<file path="src/rtl/pipeline_pkg.sv">
// rtl/pipeline_pkg.sv - shared widths, depth and entry type for the store buffer
//
// Purpose: default store-buffer depth, address/data widths and the buffered
// store entry record shared by the store buffer, its interface and sb_match.
package pipeline_pkg;

  localparam int SB_DEPTH = 4;
  localparam int ADDR_W   = 32;
  localparam int DATA_W   = 32;

  typedef struct packed {
    logic [ADDR_W-1:0] addr;
    logic [DATA_W-1:0] data;
  } sb_entry_t;

endpackage

</file>
<file path="src/rtl/store_buffer_if.sv">
// rtl/store_buffer_if.sv - pipeline and memory-port signals of the store buffer
//
// Purpose: bundles the store/load request signals from the pipeline and the
// shared single-port data memory signals.
// Ports (slave = store buffer side):
//   st_valid/st_addr/st_data in, st_ready out   : committed store push
//   ld_valid/ld_addr in, ld_data/ld_hit/ld_stall : load lookup and result
//   empty out                                    : no buffered stores
//   Mem_address/Mem_read/Mem_write/Write_data out, Read_Data in : memory port
interface store_buffer_if;
  import pipeline_pkg::*;

  logic              st_valid;
  logic [ADDR_W-1:0] st_addr;
  logic [DATA_W-1:0] st_data;
  logic              st_ready;
  logic              ld_valid;
  logic [ADDR_W-1:0] ld_addr;
  logic [DATA_W-1:0] ld_data;
  logic              ld_hit;
  logic              ld_stall;
  logic              empty;
  logic [ADDR_W-1:0] Mem_address;
  logic              Mem_read;
  logic              Mem_write;
  logic [DATA_W-1:0] Write_data;
  logic [DATA_W-1:0] Read_Data;

  modport slave (
    input  st_valid, st_addr, st_data, ld_valid, ld_addr, Read_Data,
    output st_ready, ld_data, ld_hit, ld_stall, empty,
           Mem_address, Mem_read, Mem_write, Write_data
  );

  modport master (
    output st_valid, st_addr, st_data, ld_valid, ld_addr, Read_Data,
    input  st_ready, ld_data, ld_hit, ld_stall, empty,
           Mem_address, Mem_read, Mem_write, Write_data
  );

endinterface

</file>
<file path="src/rtl/sb_match.sv">
// rtl/sb_match.sv - youngest-match search over the buffered stores
//
// Purpose: combinational store-to-load forwarding lookup over the buffer.
// Ports:
//   entries in : buffered {addr, data} entries, indexed by slot
//   valid   in : per-slot occupancy mask
//   head    in : slot of the oldest entry
//   ld_addr in : load word address
//   hit     out: some valid entry matches ld_addr
//   data    out: data of the youngest matching entry (0 when no hit)
module sb_match
  import pipeline_pkg::*;
#(
  parameter int DEPTH = SB_DEPTH
) (
  input  sb_entry_t                    entries [DEPTH],
  input  logic [DEPTH-1:0]             valid,
  input  logic [$clog2(DEPTH)-1:0]     head,
  input  logic [ADDR_W-1:0]            ld_addr,
  output logic                         hit,
  output logic [DATA_W-1:0]            data
);

  localparam int PW = $clog2(DEPTH);

  logic [PW-1:0] idx;

  // Walk from oldest to youngest; a later match overrides an earlier one,
  // so the youngest matching entry is what remains at the end.
  always_comb begin
    hit  = 1'b0;
    data = '0;
    idx  = '0;
    for (int k = 0; k < DEPTH; k++) begin
      idx = head + PW'(k);
      if (valid[idx] && entries[idx].addr == ld_addr) begin
        hit  = 1'b1;
        data = entries[idx].data;
      end
    end
  end

endmodule

</file>
<file path="src/rtl/store_buffer.sv">
// rtl/store_buffer.sv - posted-store buffer with store-to-load forwarding
//
// Purpose: queues committed stores and drains them to data memory one per
// cycle when the shared port is free; loads are forwarded from the youngest
// matching store (incoming or buffered) or read from memory. A load miss owns
// the port unless the buffer is full, in which case the load stalls and the
// head store drains.
// Ports:
//   clk   in : clock, state updates on rising edge
//   reset in : synchronous active-high reset
//   bus       : store_buffer_if.slave (pipeline requests and memory port)
module store_buffer
  import pipeline_pkg::*;
#(
  parameter int DEPTH = SB_DEPTH
) (
  input logic           clk,
  input logic           reset,
  store_buffer_if.slave bus
);

  localparam int PW = $clog2(DEPTH);
  localparam int CW = PW + 1;

  sb_entry_t        entries_q [DEPTH];
  logic [PW-1:0]    head_q, tail_q;
  logic [CW-1:0]    count_q;
  logic [DEPTH-1:0] valid;

  logic              st_ready, push, full;
  logic              bypass_hit, buf_hit, ld_act, hit, miss, mem_rd, drain;
  logic [DATA_W-1:0] buf_data, fwd_data;

  // Slot i is occupied when its distance from head is below count.
  always_comb begin
    valid = '0;
    for (int i = 0; i < DEPTH; i++) begin
      valid[i] = ({1'b0, PW'(i) - head_q} < count_q);
    end
  end

  sb_match #(.DEPTH(DEPTH)) u_match (
    .entries (entries_q),
    .valid   (valid),
    .head    (head_q),
    .ld_addr (bus.ld_addr),
    .hit     (buf_hit),
    .data    (buf_data)
  );

  assign full     = (count_q == CW'(DEPTH));
  assign st_ready = !reset && !full;
  assign push     = bus.st_valid && st_ready;

  // The incoming store is younger than every buffered entry, so it wins.
  assign bypass_hit = push && (bus.st_addr == bus.ld_addr);
  assign fwd_data   = bypass_hit ? bus.st_data : buf_data;

  assign ld_act = bus.ld_valid && !reset;
  assign hit    = ld_act && (bypass_hit || buf_hit);
  assign miss   = ld_act && !hit;
  assign mem_rd = miss && !full;
  assign drain  = !reset && (count_q != '0) && !mem_rd;

  assign bus.st_ready    = st_ready;
  assign bus.ld_hit      = hit;
  assign bus.ld_stall    = miss && full;
  assign bus.ld_data     = hit ? fwd_data : (mem_rd ? bus.Read_Data : '0);
  assign bus.empty       = reset || (count_q == '0);
  assign bus.Mem_read    = mem_rd;
  assign bus.Mem_write   = drain;
  assign bus.Mem_address = mem_rd ? bus.ld_addr : (drain ? entries_q[head_q].addr : '0);
  assign bus.Write_data  = drain ? entries_q[head_q].data : '0;

  always_ff @(posedge clk) begin
    if (reset) begin
      head_q  <= '0;
      tail_q  <= '0;
      count_q <= '0;
    end else begin
      if (push)  tail_q <= tail_q + 1'b1;
      if (drain) head_q <= head_q + 1'b1;
      count_q <= count_q + CW'(push) - CW'(drain);
    end
  end

  // Entry payload needs no reset: occupancy comes from head/count alone.
  always_ff @(posedge clk) begin
    if (push) begin
      entries_q[tail_q] <= '{addr: bus.st_addr, data: bus.st_data};
    end
  end

endmodule

</file>
<file path="src/flat_wrapper.sv">
// flat-port wrapper written by rule: the top's interface ports become plain ports
module store_buffer_flat import pipeline_pkg::*;
#(
  parameter int DEPTH = SB_DEPTH
)
  (clk, reset, bus_st_valid, bus_st_addr, bus_st_data, bus_ld_valid, bus_ld_addr, bus_Read_Data, bus_st_ready, bus_ld_data, bus_ld_hit, bus_ld_stall, bus_empty, bus_Mem_address, bus_Mem_read, bus_Mem_write, bus_Write_data);
  store_buffer_if bus_i ();
  input logic clk;
  input logic reset;
  input wire logic [$bits(bus_i.st_valid)-1:0] bus_st_valid;
  input wire logic [$bits(bus_i.st_addr)-1:0] bus_st_addr;
  input wire logic [$bits(bus_i.st_data)-1:0] bus_st_data;
  input wire logic [$bits(bus_i.ld_valid)-1:0] bus_ld_valid;
  input wire logic [$bits(bus_i.ld_addr)-1:0] bus_ld_addr;
  input wire logic [$bits(bus_i.Read_Data)-1:0] bus_Read_Data;
  output wire logic [$bits(bus_i.st_ready)-1:0] bus_st_ready;
  output wire logic [$bits(bus_i.ld_data)-1:0] bus_ld_data;
  output wire logic [$bits(bus_i.ld_hit)-1:0] bus_ld_hit;
  output wire logic [$bits(bus_i.ld_stall)-1:0] bus_ld_stall;
  output wire logic [$bits(bus_i.empty)-1:0] bus_empty;
  output wire logic [$bits(bus_i.Mem_address)-1:0] bus_Mem_address;
  output wire logic [$bits(bus_i.Mem_read)-1:0] bus_Mem_read;
  output wire logic [$bits(bus_i.Mem_write)-1:0] bus_Mem_write;
  output wire logic [$bits(bus_i.Write_data)-1:0] bus_Write_data;
  assign bus_i.st_valid = bus_st_valid;
  assign bus_i.st_addr = bus_st_addr;
  assign bus_i.st_data = bus_st_data;
  assign bus_i.ld_valid = bus_ld_valid;
  assign bus_i.ld_addr = bus_ld_addr;
  assign bus_i.Read_Data = bus_Read_Data;
  assign bus_st_ready = bus_i.st_ready;
  assign bus_ld_data = bus_i.ld_data;
  assign bus_ld_hit = bus_i.ld_hit;
  assign bus_ld_stall = bus_i.ld_stall;
  assign bus_empty = bus_i.empty;
  assign bus_Mem_address = bus_i.Mem_address;
  assign bus_Mem_read = bus_i.Mem_read;
  assign bus_Mem_write = bus_i.Mem_write;
  assign bus_Write_data = bus_i.Write_data;
  store_buffer #(.DEPTH(DEPTH)) u_core (.clk(clk), .reset(reset), .bus(bus_i));
endmodule
</file>
<file path="config.mk">
export PLATFORM = sky130hd
export DESIGN_NAME = store_buffer_flat
export DESIGN_NICKNAME = d
export VERILOG_FILES = /design/src/rtl/pipeline_pkg.sv /design/src/rtl/store_buffer_if.sv /design/src/rtl/sb_match.sv /design/src/rtl/store_buffer.sv /design/src/flat_wrapper.sv
export SDC_FILE = /design/constraint.sdc
export NUM_CORES = 1
export LEC_CHECK = 0
export ABC_AREA = 1
export BUFFER_PORTS_ARGS = -buffer_cell sky130_fd_sc_hd__buf_2
export CAP_MARGIN = 15
export CORE_ASPECT_RATIO = 0.7
export CORE_MARGIN = 10
export CORE_UTILIZATION = 45
export DETAILED_ROUTE_END_ITERATION = 6
export GPL_ROUTABILITY_DRIVEN = 0
export SYNTH_ARGS = -nofsm -noshare
export SYNTH_HDL_FRONTEND = slang
export SYNTH_SLANG_ARGS = --single-unit
</file>
<file path="constraint.sdc">
create_clock -name clk -period 6.91 [get_ports clk]
set_input_delay 0.691 -clock clk [delete_from_list [all_inputs] [get_ports clk]]
set_output_delay 0.691 -clock clk [all_outputs]
set_load 0.05 [all_outputs]
</file>
After elaboration in Yosys (flattened, before gate mapping) --
Cells that the tools add are included.
Storage, ports and cells: input port bits 132, memory bits (writable) 0, logic and storage cells 106, latch bits 0, memories kept 0, memory bits (read-only) 0, register bits 263
Cells by class: muxes and demuxes 37, equality and inequality tests 6, reductions and logical operators 23, div/mod/pow operators 0, $mul 0, shifts and indexed selects 0, bitwise operators 5, order comparisons 14, add/sub/neg operators 10
Operators by type and width (count):
- $mux 64 | 9
- $bmux 64 s2 | 4
- $mux 32 | 10
- $bwmux 256 | 1
- $eq 32x32->1 | 5
- $demux 64 s2 | 1
- $ge 3x3->1 const B | 5
- $logic_and 1x1->1 | 15
- $not 2->3 | 5
- $lt 2x3->1 | 4
- $lt 2x3->1 const B | 4
- $bmux 1 s2 | 4
- $mux 1 | 8
- $add 2x1->2 const B | 2
- $add 2x2->2 const B | 2
- $logic_not 1->1 | 4
- $sub 1x2->2 const A | 2
- $sub 2x2->2 const A | 2
- $add 3x1->3 | 1
- $eq 3x3->1 const B | 1
- $logic_not 3->1 | 1
- $lt 3x1->1 const B | 1
- $reduce_bool 3->1 | 1
- $sub 3x1->3 | 1
- $logic_or 1x1->1 | 2

Logic depth before layout (Yosys ltp) --
word-level depth 19, mapped depth 31, mapped depth without buffers 25

Cells and area by module --
From an unflattened synthesis, not the netlist that was laid out.
Unflattened totals: cells, all modules 3023, area, all modules 21267.9 µm²
Modules (own cells, without submodules):
- store_buffer | area an instance 11549.8 µm², seq. area each 7827.5 µm², instances 1, cells each 1015
- sb_match | area an instance 9718.1 µm², seq. area each 0.0 µm², instances 1, cells each 2008

Least setup slack after synthesis --
Ideal clock, no wire load.
kind input port to flip-flop, start in reset, end reg u_core.entries_q[0] in the netlist's numbering, enable pin, data required time 6.423 ns, buffers on the path 0, arrival 4.484 ns, setup time 0.487 ns, setup slack 1.940 ns, cell stages on the path 3, cells stage by stage nor2_1 nand2_1 nor2_1
On the way: cells in the longest elaborated chain, start to end 3
Ends and longest elaborated chain:
- from (decl) | RTL line flat_wrapper.sv:9 | input logic reset;
- $logic_not 1->1 | RTL line store_buffer.sv:52 | assign st_ready = !reset && !full;
- $logic_and 1x1->1 | RTL line store_buffer.sv:52
- $logic_and 1x1->1 | RTL line store_buffer.sv:53 | assign push = bus.st_valid && st_ready;
- to (signal, indexed assignment) | RTL line store_buffer.sv:90 | entries_q[tail_q] <= '{addr: bus.st_addr, data: bus.st_data};
- to (decl) | RTL line store_buffer.sv:25 | sb_entry_t entries_q [DEPTH];
Every way passes these cells. A chain may end at the register's enable or synchronous reset.

Final worst setup path --
start reg u_core.head_q[0], end out bus_ld_data[2]
On the way: cells in the longest elaborated chain, start to end 17, elaborated cells between the ends (all ways) 59, those cells by class 7 x add/sub; 4 x order compare; 4 x eq/ne; 31 x mux; 4 x bitwise; 9 x reduce/logical
Ends and longest elaborated chain:
- from (decl) | RTL line store_buffer.sv:26 | logic [PW-1:0] head_q, tail_q;
- from (signal assigned) | RTL line store_buffer.sv:82 | if (drain) head_q <= head_q + 1'b1;
- $add 2x1->2 or $not 2->3 (tied branches) | RTL line sb_match.sv:35, sb_match.sv:36, sb_match.sv:38
- $not 2->3 (implied by the code) or $bmux 64 s2 (tied branches) | RTL line sb_match.sv:36, sb_match.sv:38
- $bmux 64 s2 or $mux 64 (tied branches) | RTL line sb_match.sv:36, sb_match.sv:38
- $mux 64, on equally long branches | RTL line sb_match.sv:38, sb_match.sv:36
- $mux 64 (implied by the code) or $eq 32x32->1 (tied branches) | RTL line sb_match.sv:38, sb_match.sv:36
- $eq 32x32->1 or $logic_and 1x1->1 (tied branches) | RTL line sb_match.sv:36 | if (valid[idx] && entries[idx].addr == ld_addr) begin
- $logic_and 1x1->1 or $mux 1 (tied branches) | RTL line sb_match.sv:36
- $mux 1 (3 in a row) | RTL line sb_match.sv:36
- $logic_or 1x1->1 | RTL line store_buffer.sv:60 | assign hit = ld_act && (bypass_hit || buf_hit);
- $logic_and 1x1->1 | RTL line store_buffer.sv:60
- $logic_not 1->1 | RTL line store_buffer.sv:61 | assign miss = ld_act && !hit;
- $logic_and 1x1->1 | RTL line store_buffer.sv:61
- $logic_and 1x1->1 | RTL line store_buffer.sv:62 | assign mem_rd = miss && !full;
- $mux 32 | RTL line store_buffer.sv:68 | assign bus.ld_data = hit ? fwd_data : (mem_rd ? bus.Read_Data : '0);
- $mux 32 * | RTL line store_buffer.sv:68
- to (decl) | RTL line flat_wrapper.sv:17 | output wire logic [$bits(bus_i.ld_data)-1:0] bus_ld_data;
Mark *: on every way between the ends. The rest lies on a longest branch, timed or not. The select of a mux whose other input is x is not followed.

==> implementation parameters <==
Parameter                              Value

Status
  Run status ... complete, no violations

Logic synthesis
  Mean Syn Cell Area ... 6.51 sq um
  Sequential cell area fraction in the yosys report ... 0.396
  Flip-flop and latch count after synthesis ... 263
  Top cells by area, synth ... sky130_fd_sc_hd__edfxtp_1, sky130_fd_sc_hd__nand2_1, sky130_fd_sc_hd__nand3_1, sky130_fd_sc_hd__o21ai_0, sky130_fd_sc_hd__nor2_1
  Post-synth net total ... 3176
  Cell types with the highest counts after synthesis ... sky130_fd_sc_hd__nand2_1, sky130_fd_sc_hd__nand3_1, sky130_fd_sc_hd__edfxtp_1
  Fraction of post-synthesis cell area in the top cell type by area ... 0.389
  Post-synthesis instance area ... 0.0198 sq mm
  Top-count cell post-synth ... sky130_fd_sc_hd__nand2_1
  Proportion of register bits with asynchronous set or reset after synthesis ... 0
  Unique masters post-synth ... 38
  Commonest register cell after synthesis ... sky130_fd_sc_hd__edfxtp_1
  Most area-hungry cell type in the Yosys netlist ... sky130_fd_sc_hd__edfxtp_1
  Instance count of the mapped netlist ... 3034
  EDFF count, synth ... 256
  Yosys warnings ... 0

Clock network
  Depth of the CTS H-tree ... 1
  Clock transition at the registers of the reported paths ... 0.06 ns
  Total clock buffers created by CTS ... 31
  Maximum count of clock buffers along a single path ... 3
  Sink Count ... 263
  Clock tree from TritonCTS ... done
  Cts repair resizes ... 0
  Hold bufs inserted after CTS ... 0
  Insertion delay to the later sink of the worst-skew pair ... 0.59 ns
  CTS root buffer ... sky130_fd_sc_hd__clkbuf_16
  Setup bufs post-CTS ... 0

Placement
  Dpl hpwl ... 45900 um
  Buffers added on ports ... 233

Floorplan
  Die H ... 195 um
  # rows ... 64
  Floorplan die area ... 0.0528 sq mm
  Ports ... 234
  Overall die width ... 271 um
  Area of the placeable core ... 0.0436 sq mm
  Starting Density ... 0.454

Worst setup path
  Crit Path Class ... reg -> out
  Kind of capture point of the worst setup path ... output port
  Reg2Reg Capture Point ... u_core.count_q[2]
  Required time at the worst-slack endpoint ... 6.22 ns
  Launch instance of the worst register-to-register path ... u_core.head_q[0]
  Data arrival time of the critical path ... 5.84 ns
  CP peak stage delay ... 0.70 ns
  Critical Path Start Type ... flip-flop
  Most used cell along the critical path ... sky130_fd_sc_hd__nand2_1
  Cell with the biggest individual delay on the critical path ... sky130_fd_sc_hd__dfxtp_4
  Kind of cell with the highest combined delay on the critical path ... simple AND/OR/NAND/NOR gates
  Number of logic stages on the critical path including buffering ... 20
  Largest fanout of any net on the critical path ... 56
  Register-to-register setup slack ... 1.04 ns
  CP bufs+invs ... 5
  Crit path cell chain ... inv_6, nand2_1, nand2_4, ha_1, nand3_1, nand3_1, nand3_1, nand2_1, nand3b_1, nor2_1, nand3_2, buf_4, nand2_1, nor2_2, nand3_4, buf_4, inv_2, nand2_1, nand2_1, buf_2
  Cell depth of the worst flop-to-flop path ... 24

STA
  Max-slew violation count ... 0
  Clock period minus final worst setup slack ... 6.53 ns
  RSZ-0062 raised after global routing ... no
  Slew @ Worst Pin ... 1.08 ns
  Post-route clock period utilization ... 0.945
  Final hold slack ... 0.342 ns
  Number of failing hold endpoints at the final stage ... 0
  Count of final setup violators ... 0
  Final sum of negative setup slack ... 0 ns
  Achievable Freq ... 153 MHz
  Clock Skew ... 0.0163 ns
  Tightest slew margin relative to the limit ... 0.277

Pwr
  Power per Cell Area ... 349 mW/mm^2
  Max VDD drop ... 0.248 mV
  Leak Pwr ... 10.6 nW

Worst hold path
  Hold Crit Depth ... 1
  Min-Delay Endpoint ... u_core.entries_q[27]
  Kind of path behind the tightest hold check ... in -> reg
  Min-delay src ... bus_st_data[27]

Flow run
  Number of max-cap violations ... 0

Global routing
  Total Routing Usage GR ... 0.251
  Met2 Use GR ... 0.377
  Number of global-route vias before repair ... 18600
  Met3 layer usage reported by global route ... 0.0453
  Maximum number of pins on one net before global-route repair ... 87
  Final global-route overflow total ... 0
  Global-route wire length before repair ... 106000 um
  Antenna violations before repair ... 5
  Top Usage Layer GRT ... met2
  Fraction of met1 tracks used by global routing ... 0.363

Route
  Routed wire per std cell ... 18.3 um
  Initial DRC Count ... 2492
  Via total after detailed routing ... 20600
  DR DRC count ... 0
  Number of search-and-repair iterations in the first detailed-routing pass ... 6
  Post-Route WL ... 69200 um
  Remaining antenna violation count after routing ... 0
  Vias/cell ... 5.46

Layout
  Synthesis-to-layout area growth ... 12.3%
  Layout net count ... 3296
  Share of post-route cells with drive strength above 1 ... 0.105
  Final design utilization ... 0.510
-- worst register-to-register path, stage by stage (launching register included) --
cell and delay [ns]:
sky130_fd_sc_hd__dfxtp_4 0.70, sky130_fd_sc_hd__inv_6 0.32, sky130_fd_sc_hd__nand2_1 0.22, sky130_fd_sc_hd__nand2_4 0.33, sky130_fd_sc_hd__ha_1 0.43, sky130_fd_sc_hd__nand3_1 0.10
sky130_fd_sc_hd__nand3_1 0.11, sky130_fd_sc_hd__nand3_1 0.09, sky130_fd_sc_hd__nand2_1 0.09, sky130_fd_sc_hd__nand3b_1 0.24, sky130_fd_sc_hd__nor2_1 0.13, sky130_fd_sc_hd__nand3_2 0.09
sky130_fd_sc_hd__buf_4 0.47, sky130_fd_sc_hd__nand2_1 0.23, sky130_fd_sc_hd__nor2_2 0.20, sky130_fd_sc_hd__nand3_4 0.10, sky130_fd_sc_hd__nand2_4 0.78, sky130_fd_sc_hd__inv_2 0.08
sky130_fd_sc_hd__nand2_1 0.14, sky130_fd_sc_hd__nand2_1 0.06, sky130_fd_sc_hd__ha_1 0.19, sky130_fd_sc_hd__fa_1 0.38, sky130_fd_sc_hd__inv_1 0.09, sky130_fd_sc_hd__o21ai_0 0.08
sky130_fd_sc_hd__a21oi_1 0.12
-- logic make-up (layout without fill, tap and decap cells) --
family                     Yosys count  count (layout)  share of synthesized area
buffers and inverters              373             517                     0.0788
other                                0               4                          0
DFF                                263             263                      0.396
and+or+nand+nor                   1987            1987                      0.403
adders and majority gates           10              10                    0.00671
AOI/OAI and AO/OA                  351             351                     0.0935
xor gates and xnor gates            50              50                     0.0222
-- per-layer routing --
metal / vias to the layer above / wire length, um
met5: - / 16
met4: 4 / 1620
met3: 121 / 6760
met2: 994 / 29400
met1: 9408 / 31400
li1: 10100 / -
-- through the flow --
step / area (sq um) / setup WS, ns / power, mW / instances
3_3_place_gp: 21200 / 1.23 / 6.02 / 3715
6_report: 22200 / 0.382 / 7.75 / 3776
5_1_grt: 22200 / 0.0952 / 8.31 / 3774
4_1_cts: 22200 / 0.468 / 7.72 / 3772
2_1_floorplan: 19800 / 1.94 / 5.07 / 3034
3_5_place_dp: 21200 / 1.09 / 6.09 / 3715
-- final cells by class --
class,instances,area (sq um)
fillers,4345,21400
multi-input cells,2398,10400
flip-flops and latches,263,7840
repair buffers,262,1440
clock buffers,45,868
inverters,198,751
well taps,594,743
clock inverters,12,113
diodes,4,10.0
-- worst max path at each step --
stage | startpoint | slack, ns | to
CTS | u_core.head_q[0] | 0.47 | bus_ld_data[2]
global route | u_core.head_q[0] | 0.1 | bus_ld_data[13]
finish | u_core.head_q[0] | 0.38 | bus_ld_data[2]
floorplan | reset | 1.94 | u_core.entries_q[0]
detailed placement | u_core.head_q[0] | 1.09 | bus_ld_data[2]
global placement | u_core.head_q[0] | 1.23 | bus_Mem_address[29]
-- cell usage in the layout, fill, tap and decap left out, drive strengths merged, types with 3 or more instances in the layout --
master	n
nand3b	3
inv	198
nand3	296
and2	3
clkbuf	45
nand2	1411
nor2	238
a31oi	5
o22ai	32
buf	262
and3	3
nor4	6
edfxtp	256
o211ai	17
dfxtp	7
o21ai	262
xor2	35
nand4	16
a21oi	34
or2	8
clkinv	10
ha	9
diode	4
xnor2	15
-- power by group --
group / switching (mW) / internal, mW / leakage (nW)
Combinational: 3.09 / 1.11 / 7.75
Sequential: 0.0824 / 1.85 / 2.38
Clock: 0.680 / 0.940 / 0.481
Total: 3.86 / 3.90 / 10.6
-- flip-flops by register name, indices dropped and copies added, names as in the netlist --
| register | flops |
|---|---|
| u_core.entries_q | 256 |
| u_core.count_q | 3 |
| u_core.head_q | 2 |
| u_core.tail_q | 2 |
No activity file was read; power rests on OpenSTA's default activity.
